<file path="config.mk">
export PLATFORM = sky130hd
export DESIGN_NAME = dcache_dm_wt
export DESIGN_NICKNAME = d
export VERILOG_FILES = /design/src/rtl/dcache_pkg.sv /design/src/rtl/dcache_tag_array.sv /design/src/rtl/dcache_dm_wt.sv
export SDC_FILE = /design/constraint.sdc
export NUM_CORES = 1
export LEC_CHECK = 0
export ABC_AREA = 1
export BUFFER_PORTS_ARGS = -buffer_cell sky130_fd_sc_hd__buf_2
export CAP_MARGIN = 20
export CELL_PAD_IN_SITES_DETAIL_PLACEMENT = 0
export CELL_PAD_IN_SITES_GLOBAL_PLACEMENT = 2
export CORE_MARGIN = 10
export CORE_UTILIZATION = 38
export CTS_BUF_LIST = sky130_fd_sc_hd__clkbuf_8 sky130_fd_sc_hd__clkbuf_16
export CTS_CLUSTER_SIZE = 14
export DETAILED_ROUTE_END_ITERATION = 12
export GPL_TIMING_DRIVEN = 0
export PLACE_DENSITY_LB_ADDON = 0.1
export SETUP_SLACK_MARGIN = 0.2
export SYNTH_ARGS = -nofsm -noshare
export SYNTH_HDL_FRONTEND = slang
export SYNTH_HIERARCHICAL = 1
export SYNTH_SLANG_ARGS = --single-unit
export TNS_END_PERCENT = 50
</file>
<file path="constraint.sdc">
create_clock -name clk -period 5.1 [get_ports clk]
set_clock_uncertainty 0.15 [all_clocks]
set_input_delay 0.255 -clock clk [delete_from_list [all_inputs] [get_ports clk]]
set_output_delay 0.255 -clock clk [all_outputs]
set_load 0.01 [all_outputs]
</file>
<file path="src/rtl/dcache_pkg.sv">
// Shared widths, FSM state encoding and address-split helpers for the
// direct-mapped write-through data cache.
package dcache_pkg;

  localparam int DEF_ADDR_W  = 12;
  localparam int DEF_DATA_W  = 32;
  localparam int DEF_INDEX_W = 4;
  localparam int DEF_TAG_W   = DEF_ADDR_W - DEF_INDEX_W;

  typedef enum logic [1:0] {
    IDLE    = 2'd0,
    RD_MISS = 2'd1,
    WR_THRU = 2'd2,
    DONE    = 2'd3
  } state_t;

  function automatic logic [DEF_INDEX_W-1:0] idx_of(input logic [DEF_ADDR_W-1:0] a);
    return a[DEF_INDEX_W-1:0];
  endfunction

  function automatic logic [DEF_TAG_W-1:0] tag_of(input logic [DEF_ADDR_W-1:0] a);
    return a[DEF_ADDR_W-1:DEF_INDEX_W];
  endfunction

endpackage

</file>
<file path="src/rtl/dcache_tag_array.sv">
// Valid/tag/data line storage: combinational lookup, one synchronous line
// write port, valid bits cleared asynchronously by rst.
module dcache_tag_array import dcache_pkg::*; #(
  parameter int ADDR_W  = DEF_ADDR_W,
  parameter int DATA_W  = DEF_DATA_W,
  parameter int INDEX_W = DEF_INDEX_W
) (
  input  logic                      clk,
  input  logic                      rst,
  input  logic [INDEX_W-1:0]        rd_idx,
  input  logic [ADDR_W-INDEX_W-1:0] rd_tag,
  output logic                      hit,
  output logic [DATA_W-1:0]         rdata,
  input  logic                      wr_en,
  input  logic [INDEX_W-1:0]        wr_idx,
  input  logic [ADDR_W-INDEX_W-1:0] wr_tag,
  input  logic [DATA_W-1:0]         wr_data
);

  localparam int LINES = 2 ** INDEX_W;

  logic [LINES-1:0]          valid;
  logic [ADDR_W-INDEX_W-1:0] tag_mem  [LINES];
  logic [DATA_W-1:0]         data_mem [LINES];

  always_ff @(posedge clk or posedge rst) begin
    if (rst) begin
      valid <= '0;
    end else if (wr_en) begin
      valid[wr_idx] <= 1'b1;
    end
  end

  // Tag/data need no reset: a line is only trusted once its valid bit is set.
  always_ff @(posedge clk) begin
    if (wr_en) begin
      tag_mem[wr_idx]  <= wr_tag;
      data_mem[wr_idx] <= wr_data;
    end
  end

  assign hit   = valid[rd_idx] && (tag_mem[rd_idx] == rd_tag);
  assign rdata = data_mem[rd_idx];

endmodule

</file>
<file path="src/rtl/dcache_dm_wt.sv">
// Direct-mapped, write-through, no-write-allocate data cache for the MIPS
// Memory stage. Optional hit/miss counters under DCACHE_STATS_EN.
//   state   | meaning
//   IDLE    | waiting for a strobe; lookup on the live address
//   RD_MISS | refill request outstanding to backing memory
//   WR_THRU | write-through request outstanding to backing memory
//   DONE    | request finished; wait for both strobes to go high
module dcache_dm_wt import dcache_pkg::*; #(
  parameter int ADDR_W  = DEF_ADDR_W,
  parameter int DATA_W  = DEF_DATA_W,
  parameter int INDEX_W = DEF_INDEX_W
) (
  input  logic              clk,
  input  logic              rst,
  input  logic [ADDR_W-1:0] address,
  input  logic [DATA_W-1:0] data,
  input  logic              r_en,
  input  logic              w_en,
  output logic [DATA_W-1:0] saida_cache,
  output logic              stall,
  output logic              mem_req,
  output logic              mem_we,
  output logic [ADDR_W-1:0] mem_addr,
  output logic [DATA_W-1:0] mem_wdata,
  input  logic [DATA_W-1:0] mem_rdata,
  input  logic              mem_ack
`ifdef DCACHE_STATS_EN
  ,
  output logic [15:0]       hit_cnt,
  output logic [15:0]       miss_cnt
`endif
);

  state_t state_q, state_d;

  logic req, is_wr, hit, line_wr;
  logic [DATA_W-1:0] line_rdata, line_wdata;
  logic [ADDR_W-1:0] line_addr;

  assign req   = !r_en || !w_en;
  assign is_wr = !w_en;

  // mem_addr doubles as the latched request address once we leave IDLE.
  assign line_addr  = (state_q == IDLE) ? address : mem_addr;
  assign line_wdata = (state_q == IDLE) ? data : mem_rdata;
  assign line_wr    = ((state_q == IDLE) && req && is_wr && hit) ||
                      ((state_q == RD_MISS) && mem_ack);

  dcache_tag_array #(
    .ADDR_W (ADDR_W),
    .DATA_W (DATA_W),
    .INDEX_W(INDEX_W)
  ) u_tags (
    .clk    (clk),
    .rst    (rst),
    .rd_idx (idx_of(address)),
    .rd_tag (tag_of(address)),
    .hit    (hit),
    .rdata  (line_rdata),
    .wr_en  (line_wr),
    .wr_idx (idx_of(line_addr)),
    .wr_tag (tag_of(line_addr)),
    .wr_data(line_wdata)
  );

  always_ff @(posedge clk or posedge rst) begin
    if (rst) state_q <= IDLE;
    else     state_q <= state_d;
  end

  always_comb begin
    state_d = state_q;
    case (state_q)
      IDLE: begin
        if (req) begin
          if (is_wr)    state_d = WR_THRU;
          else if (hit) state_d = DONE;
          else          state_d = RD_MISS;
        end
      end
      RD_MISS: if (mem_ack) state_d = DONE;
      WR_THRU: if (mem_ack) state_d = DONE;
      DONE:    if (r_en && w_en) state_d = IDLE;
      default: state_d = IDLE;
    endcase
  end

  always_ff @(posedge clk or posedge rst) begin
    if (rst) begin
      saida_cache <= '0;
      stall       <= 1'b0;
      mem_req     <= 1'b0;
      mem_we      <= 1'b0;
      mem_addr    <= '0;
      mem_wdata   <= '0;
    end else begin
      case (state_q)
        IDLE: begin
          if (req) begin
            mem_addr  <= address;
            mem_wdata <= data;
            if (is_wr) begin
              stall   <= 1'b1;
              mem_req <= 1'b1;
              mem_we  <= 1'b1;
            end else if (hit) begin
              saida_cache <= line_rdata;
            end else begin
              stall   <= 1'b1;
              mem_req <= 1'b1;
              mem_we  <= 1'b0;
            end
          end
        end
        RD_MISS: begin
          if (mem_ack) begin
            saida_cache <= mem_rdata;
            mem_req     <= 1'b0;
            stall       <= 1'b0;
          end
        end
        WR_THRU: begin
          if (mem_ack) begin
            mem_req <= 1'b0;
            stall   <= 1'b0;
          end
        end
        default: ;
      endcase
    end
  end

`ifdef DCACHE_STATS_EN
  always_ff @(posedge clk or posedge rst) begin
    if (rst) begin
      hit_cnt  <= '0;
      miss_cnt <= '0;
    end else if ((state_q == IDLE) && req && !is_wr) begin
      if (hit) begin
        if (hit_cnt != 16'hFFFF) hit_cnt <= hit_cnt + 16'd1;
      end else begin
        if (miss_cnt != 16'hFFFF) miss_cnt <= miss_cnt + 16'd1;
      end
    end
  end
`endif

endmodule

</file>
==> results of run 1 <==
## through the flow
| step | worst slack (ns) | TNS, ns | utilization | instance area (um^2) |
|---|---|---|---|---|
| global route | 0.230 | 0 | 0.467 | 36700 |
| finish | 0.493 | 0 | 0.467 | 36700 |
| floorplan | 0.699 | 0 | - | 30100 |
| detailed placement | -0.690 | -117.87 | 0.422 | 33200 |
| CTS | 0.284 | 0 | 0.466 | 36700 |
| global placement | -4.15 | -2369.26 | 0.408 | 32200 |
## area by class of cell
cell class                 count  share of cell area
sequential                   736               0.589
multi-input combinational   1537               0.201
timing repair buffer         297              0.0704
clock buffer                  84              0.0572
tap                         1050              0.0358
buffer                       172              0.0215
clock inverter                63              0.0148
inverter                     105              0.0108
## layer usage
metal | wire [um] | vias to the layer above | GRT usage
met5 | 13 | - | 0
met4 | 4220 | 2 | 0.0936
met3 | 5750 | 187 | 0.0290
met2 | 55200 | 788 | 0.411
met1 | 47400 | 11200 | 0.318
li1 | - | 9887 | -
## worst paths after layout
| check | endpoint | start | depth (start not counted) | slack [ns] |
|---|---|---|---|---|
| setup / recovery | u_tags/data_mem[1][17] | address[3] | 14 | 0.49 |
| hold / removal | state_q[0] | rst | 3 | 0.02 |
| setup reg to reg | u_tags/data_mem[1][17] | u_tags/valid[13] | 16 | 0.83 |
| hold reg to reg | u_tags/valid[4] | u_tags/valid[4] | 1 | 0.31 |
| max in group asynchronous | saida_cache[7] | rst | 4 | 4.14 |
| min in group clk | saida_cache[25] | mem_rdata[25] | 5 | 0.05 |
## cell families after synthesis
logic type	synth area share
and+or+nand+nor	0.137
AOI/OAI and AO/OA	0.102
adders and majority gates	0.00208
buffers and inverters	0.0393
DFF	0.719
## registers in the layout, summed over array words and instances, names as in the netlist
signal and count:
u_tags/data_mem 512, u_tags/tag_mem 128, mem_wdata 32, saida_cache 32, u_tags/valid 16, mem_addr 12, state_q 2, mem_req 1
mem_we 1
## repair_timing
action                     in CTS  in global routing
pin swaps                       3                  0
setup endpoints to repair      46                256
setup buffers                   3                  0
hold endpoints to repair      183                  1
gates resized for setup         0                  1
hold buffers                   80                  1
## worst max-delay path: stages
cell	delay, ns
buf_2	0.28
clkbuf_1	0.93
nand3_1	0.34
nand3_1	0.15
nand2_1	0.06
nor2_1	0.08
nand3_1	0.17
nor2_1	0.40
nand2_1	0.25
o21ai_1	0.39
nand3_1	0.43
nor2_4	0.48
buf_12	0.27
buf_12	0.23
## power by group
group          switching [uW]  internal (uW)  total (uW)
Combinational            3250           1130        4390
Clock                    2420           3440        5850
Sequential                233           7960        8190
Total                    5900          12500       18400
## cells in the final DEF, fill, tap and decap left out, drive strengths merged
master         n
or2            7
buf          290
o221ai       100
dlygate4sd3   81
o211ai        39
clkbuf       182
edfxtp       640
clkinv        31
nand3b         3
nand2        484
o22ai         28
bufinv         9
nor2         335
nand3        189
dfrtp         96
a21oi         15
inv          126
clkinvlp       2
nor3           1
ha             5
o21ai        331
==> results.md, run 1 <==
* Synth top cells by count: 640 x edfxtp_1, 482 x nand2_1, 333 x nor2_1, 310 x o21ai_0, 189 x nand3_1
* Post-Route WL at 113000 um
* Die Span Y at 301 um
* DPL Wire Length at 79500 um
* Type of the tightest min-delay check: in -> async
* Drt wl/cell at 27.8 um
* GP Congestion at 0.834
* Initial antenna violation count at 2
* Max Freq at 217 MHz
* PD cells at 502 nW/um^2
* H-tree levels at 3
* FF+latch count, synth at 736
* Initial core utilization at 0.382
* # fillers at 7256
* Vias in the first global route at 21800
* Clock Tree Root: clkbuf_16
* Full die area at 90700 um^2
* GR Overflow Total at 0
* Core Box Area at 78700 um^2
* Asr flop ratio synth at 0.130
* Ys Warns at 6
* Via density at 5.47
* Dpl cells at 3809
* Slew HR at 0.201
* Crit path max fanout at 18
* Max rail drop VDD at 0.304 mV
* Global-route wire length before repair at 159000 um
* Area delta synth->final at 22.2%
* Ys flop type: edfxtp_1
* Tmin final at 4.61 ns
* Fraction of layout cells with a size suffix above 1 at 0.144
* Lkg Pwr at 0.0138 uW
* IO Count at 160
* Post-synth top area cell: edfxtp_1
* Unrepaired setup endpoints after global routing: false
* Num rows at 103
* Clock Pin Slew Worst Setup and Hold Paths at 0.06 ns
* Mean Syn Cell Area at 11.8 um^2
* Final Hold Slack at 0.0173 ns
* Total chip power at 18400 uW
* Vias at 22100
* DR iter-0 viols at 2265
* Number of synthesized flops with an enable pin at 640
* Reg area at 21600 um^2
* Total CTS buffers at 82
* GRT Util Overall at 0.244
* Worst Setup End Kind: register
* WP data required at 5.27 ns
* Worst setup SP type: primary input
* Max Cap Violations at 0
* Distinct cells, synth at 27
* Cells after Synth at 2550
* DR pass1 iterations at 6
* Multi-input logic area at 7380 um^2
* Largest net degree at the start of global routing at 61
* Num Clock Sinks at 736
* Most frequent cell after synthesis: edfxtp_1
* Crit path kind: in -> reg
* Status: complete, no violations
* Area contributors post-synth: edfxtp_1 64%, dfrtp_1 8.0%, nand2_1 6.0%
* Final net count at 3017
* CTS tree: built
* Die X at 301 um
* Syn Std Cell Area at 30100 um^2
* Fin crit share at 0.903
* Final std cells w/o fill at 4044
* Hold Fails Final Rpt at 0
* Pins Over Slew Limit at 0
* Remaining DRCs at 0
* Longest Clk Path Bufs at 3
* Sequential area share after synthesis at 0.719
* Final ANT Viol Nets at 0
* Least-Margin Pin Slew at 1.20 ns
* IO buf count at 159
* Top-area cell type share of the netlist area at 0.640
* Syn nets at 2636
* Crit path DAT at 4.78 ns
* Antenna cells at 0
* # setup viols final at 0
* Worst skew pair latency at 0.64 ns
(Power assumes the default switching activity.)
==> run 2: changes to the inputs <==
Settings changed: ABC_AREA 1 to default, CORE_UTILIZATION 38 to 52.
Clock period 5.1 ns to 5.7 ns, I/O delays scaled along.
==> results.md, run 2 <==
* Largest net degree at the start of global routing at 43
* H-tree levels at 3
* Fin crit share at 0.907
* # setup viols final at 0
* Post-Route WL at 71900 um
* Tmin final at 5.17 ns
* DR iter-0 viols at 1426
* Pins Over Slew Limit at 0
* Initial core utilization at 0.525
* Max rail drop VDD at 0.275 mV
* Slew HR at 0.277
* Fraction of layout cells with a size suffix above 1 at 0.436
* Least-Margin Pin Slew at 1.08 ns
* Vias in the first global route at 15100
* R2R Setup Slk at 0.53 ns
* Via density at 5.95
* Max Cap Violations at 0
* Sequential area share after synthesis at 0.747
* Die Span Y at 256 um
* Post-route setup slack at 0.532 ns
* Mean Syn Cell Area at 22.9 um^2
* Vias at 14500
* Total CTS buffers at 76
* CTS tree: built
* Remaining DRCs at 0
* Syn nets at 1351
* Initial antenna violation count at 1
* Ys flop type: edfxtp_1
* Longest Clk Path Bufs at 3
* Highest Signal Layer: met5
* Full die area at 65500 um^2
* Distinct cells, synth at 40
* WP data required at 5.85 ns
* GP Congestion at 0.748
* Cells after Synth at 1265
* IO Count at 160
* Status: complete, no violations
* Worst slack, placed at -0.114 ns
* Met3 WL at 4810 um
* Ys Warns at 6
* Crit path DAT at 5.32 ns
* GRT Util Overall at 0.222
* Final ANT Viol Nets at 0
* DPL Wire Length at 45900 um
* Setup TNS at 0 ns
* Clock Pin Slew Worst Setup and Hold Paths at 0.06 ns
* Worst r2r src: u_tags/tag_mem[1][7]
* Unrepaired setup endpoints after global routing: false
* # fillers at 3790
* Worst skew pair latency at 0.62 ns
* RR Endpoint: u_tags/data_mem[6][27]
* Cell depth of the worst flop-to-flop path at 10
* Worst setup SP type: register
* Max Freq at 193 MHz
* Type of the tightest min-delay check: in -> async
* Worst Setup End Kind: register
* Dpl cells at 2217
* Clock Tree Root: clkbuf_16
* Metal-1 WL at 30300 um
* Top-area cell type share of the netlist area at 0.664
* Synth top cells by count: 640 x edfxtp_1, 193 x mux4_2, 150 x mux2_2, 96 x dfrtp_1, 29 x buf_2
* Drt wl/cell at 29.4 um
* Buffer and inverter count on the worst path at 2
* Largest reg by FF count: u_tags/data_mem
* Most frequent cell after synthesis: edfxtp_1
* Num Clock Sinks at 736
* FF+latch count, synth at 736
* GR Overflow Total at 0
* Number of synthesized flops with an enable pin at 640
* Final net count at 1716
* Crit path kind: reg -> reg
* PD cells at 426 nW/um^2
* Antenna cells at 0
* Asr flop ratio synth at 0.130
* Cts repair resizes at 0
* Syn Std Cell Area at 28900 um^2
* Lkg Pwr at 0.0121 uW
* Area delta synth->final at 21.3%
* Area contributors post-synth: edfxtp_1 66%, mux4_2 15%, dfrtp_1 8.3%
* Hold Fails Final Rpt at 0
* Commonest cells after routing, fill and taps aside: 640 x edfxtp_1, 193 x mux4_2, 188 x buf_2
* Core Box Area at 55100 um^2
* DR pass1 iterations at 5
* Largest registers: u_tags/data_mem (512), u_tags/tag_mem (128)
* Worst path cell trace: mux4_1 -> mux4_2 -> xnor2_1 -> o211ai_1 -> nor4_2 -> a22o_1 -> or3b_2 -> nor2_4 -> buf_16 -> buf_12
* Slowest stage cell, crit path: nor4_2
* Met2 WL at 35600 um
* Max reg flops at 512
* Die X at 256 um
* Commonest non-fill, non-tap cell in the layout: edfxtp_1
* Worst path max stage delay at 0.77 ns
* Final std cells w/o fill at 2442
* Top Family by Delay on Critical Path: simple AND/OR/NAND/NOR gates
* Final Hold Slack at 0.127 ns
* Num rows at 86
* Global-route wire length before repair at 106000 um
* Post-synth top area cell: edfxtp_1
* IO buf count at 159
* Crit path max fanout at 16
[run 2: worst min-delay path: cells and delay by family]
| family | cells | cell delay [ns] |
|---|---|---|
| buf+inv | 3 | 1.07 |
[run 2: cell families (layout without fill, tap and decap cells)]
kind of cell / after synthesis / in the layout / share of synthesized area
simple gates: 53 / 53 / 0.00990
mux: 369 / 369 / 0.220
xor+xnor: 14 / 14 / 0.00424
flops: 736 / 736 / 0.747
fa+ha+maj: 5 / 5 / 0.00216
buf+inv: 73 / 502 / 0.0128
compound gates: 15 / 15 / 0.00415
[run 2: what timing repair did]
item | CTS | global route
setup buffers | 0 | 0
hold endpoints to repair | 134 | 0
hold buffers | 83 | 0
[run 2: worst max path at each step]
stage,cells after the start,end,start,slack (ns)
after floorplan,9,u_tags/data_mem[9][0],address[3],-0.14
after global placement,13,u_tags/valid[9],address[2],-5.90
after detailed placement,13,u_tags/data_mem[6][24],address[0],-0.11
after CTS,10,u_tags/data_mem[6][25],u_tags/tag_mem[1][7],0.44
after global routing,15,u_tags/data_mem[6][27],address[2],0.36
final,10,u_tags/data_mem[6][27],u_tags/tag_mem[1][7],0.53
[run 2: final cells by class]
type | count | area [um^2] | area share
Multi-Input combinational cell | 456 | 7090 | 0.202
Sequential cell | 736 | 21600 | 0.616
Clock inverter | 56 | 403 | 0.0115
Clock buffer | 86 | 2060 | 0.0587
Buffer | 66 | 344 | 0.00980
Tap cell | 748 | 936 | 0.0267
Timing Repair Buffer | 287 | 2620 | 0.0746
Inverter | 7 | 28.8 | 0.000820
[run 2: per-layer routing]
| metal | vias to the layer above | global-route usage |
|---|---|---|
| met2 | 519 | 0.358 |
| li1 | 6043 | - |
| met1 | 7878 | 0.309 |
| met4 | 2 | 0.0491 |
| met3 | 80 | 0.0457 |
| met5 | - | 0 |
[run 2: per-stage QoR]
step / utilization / instance area [um^2] / power [uW]
final: 0.637 / 35100 / 14900
after global routing: 0.637 / 35100 / 15600
after CTS: 0.637 / 35100 / 15100
after detailed placement: 0.577 / 31800 / 10200
after global placement: 0.557 / 30700 / 9970
after floorplan: - / 29000 / 8930
[run 2: where the power goes]
part | internal (uW) | total (uW) | switching [uW]
sequential | 6880 | 7090 | 212
combinational | 1280 | 3010 | 1730
clock | 2820 | 4850 | 2020
total | 11000 | 14900 | 3960
==> run 3: changes to the inputs <==
Settings changed: BUFFER_PORTS_ARGS -buffer_cell sky130_fd_sc_hd__buf_2 to -buffer_cell sky130_fd_sc_hd__buf_4.
==> results.md, run 3 (synthesis results as in run 2) <==
* Clock Tree Root: clkbuf_16
* Worst r2r src: u_tags/tag_mem[4][7]
* Reg area at 21600 um^2
* Area delta synth->final at 22.2%
* Worst slack, placed at -0.278 ns
* Total CTS buffers at 77
* Largest reg by FF count: u_tags/data_mem
* Initial antenna violation count at 0
* Die X at 256 um
* Pins Over Slew Limit at 0
* NetSw at 3960 uW
* Met2 WL at 35600 um
* Multi-input logic area at 7090 um^2
* Max Freq at 192 MHz
* Vias in the first global route at 15200
* Slew HR at 0.265
* Drt wl/cell at 29.4 um
* Hold_buf cts at 83
* WP data required at 5.86 ns
* Global-route wire length before repair at 105000 um
* RR Endpoint: u_tags/data_mem[0][14]
* GP Congestion at 0.742
* Number of setup buffers added after CTS at 0
* Status: complete, no violations
* PD cells at 426 nW/um^2
* Setup TNS at 0 ns
* GR Overflow Total at 0
* Reg power frac at 0.471
* Highest Signal Layer: met4
* Crit path DAT at 5.38 ns
* Max reg flops at 512
* Int Power at 11100 uW
* Unrepaired setup endpoints after global routing: false
* Hold Fails Final Rpt at 0
* Sw Share at 0.263
* Antenna cells at 0
* Num Clock Sinks at 736
* DPL Wire Length at 45400 um
* Type of the tightest min-delay check: in -> async
* Cts repair resizes at 0
* R2R Setup Slk at 0.51 ns
* GRT Util Overall at 0.220
* Clock Pin Slew Worst Setup and Hold Paths at 0.06 ns
* Post-route setup slack at 0.482 ns
* # fillers at 3804
* Total chip power at 15100 uW
* Worst setup SP type: primary input
* Crit path max fanout at 11
* H-tree levels at 3
* Met3 WL at 4810 um
* Initial core utilization at 0.525
* Die Span Y at 256 um
* Clk pwr share at 0.318
* Tmin final at 5.22 ns
* Largest net degree at the start of global routing at 53
* Commonest cells after routing, fill and taps aside: 640 x edfxtp_1, 193 x mux4_2, 167 x buf_4
* Final net count at 1715
* # setup viols final at 0
* Commonest non-fill, non-tap cell in the layout: edfxtp_1
* Worst skew pair latency at 0.61 ns
* IO Count at 160
* Crit path kind: in -> reg
* Largest registers: u_tags/data_mem (512), u_tags/tag_mem (128)
* Worst Setup End Kind: register
* Num rows at 86
* Max Cap Violations at 0
* Cell depth of the worst flop-to-flop path at 10
* Max rail drop VDD at 0.268 mV
* Metal-1 WL at 29700 um
* Post-Route WL at 71700 um
* Least-Margin Pin Slew at 1.10 ns
* Longest Clk Path Bufs at 3
* Final ANT Viol Nets at 0
* Core Box Area at 55100 um^2
* DR iter-0 viols at 1511
* Fin crit share at 0.915
* CTS tree: built
* Fraction of layout cells with a size suffix above 1 at 0.426
* IO buf count at 159
* Vias at 14500
* DR pass1 iterations at 5
* Full die area at 65500 um^2
* Via density at 5.95
* Logic pwr share at 0.211
* Lkg Pwr at 0.0122 uW
* Remaining DRCs at 0
-- run 3: cell count changes in the layout (fill, tap and decap cells not counted), sizes merged --
cell	delta
clkinv	-9
inv	+8
clkinvlp	+2
buf	-2
clkbuf	-1
bufinv	-1
-- run 3: how the worst max path moves through the flow --
stage	from	endpoint	cells past startpoint
6_report	address[0]	u_tags/data_mem[0][14]	12
5_1_grt	address[0]	u_tags/data_mem[9][17]	13
4_1_cts	address[0]	u_tags/data_mem[9][17]	13
3_5_place_dp	address[0]	u_tags/data_mem[0][15]	12
3_3_place_gp	address[0]	u_tags/valid[9]	11
2_1_floorplan	address[3]	u_tags/data_mem[9][0]	9
-- run 3: cell type report --
type / instances / area share
tap: 748 / 0.0265
buffer: 66 / 0.00973
inverter: 7 / 0.000814
sequential: 736 / 0.611
timing repair buffer: 285 / 0.0825
clock inverter: 56 / 0.0102
clock buffer: 85 / 0.0589
multi-input combinational: 456 / 0.200
-- run 3: metal layers --
metal  global-route usage  vias to the layer above
li1                     -                     6032
met3               0.0355                      113
met1                0.301                     7788
met5                    0                        -
met4               0.0636                        0
met2                0.363                      578
-- run 3: metrics by stage --
stage	hold WS [ns]	cell area [um^2]	cells	util
floorplan	0.0487	29000	1265	-
CTS	0.179	35400	2439	0.642
finish	0.180	35400	2439	0.642
global placement	0.242	31100	2172	0.564
detailed placement	0.267	32100	2215	0.583
global route	0.255	35400	2439	0.642
-- run 3: worst max-delay path: stages --
cell	delay (ns)
buf_4	0.10
buf_4	0.26
clkbuf_1	0.75
mux4_2	0.61
xor2_1	0.17
a41oi_1	0.21
nor4_2	0.69
a22o_1	0.40
or3b_2	0.62
nor3_4	0.80
buf_8	0.27
buf_16	0.17
-- run 3: power by group through the flow --
stage	Combinational, uW	Sequential [uW]	Clock [uW]
after CTS	3240	7110	4890
after floorplan	1620	7310	0
after global placement	2940	7220	0
final	3180	7110	4790
after detailed placement	3170	7220	0
after global routing	3420	7160	5100
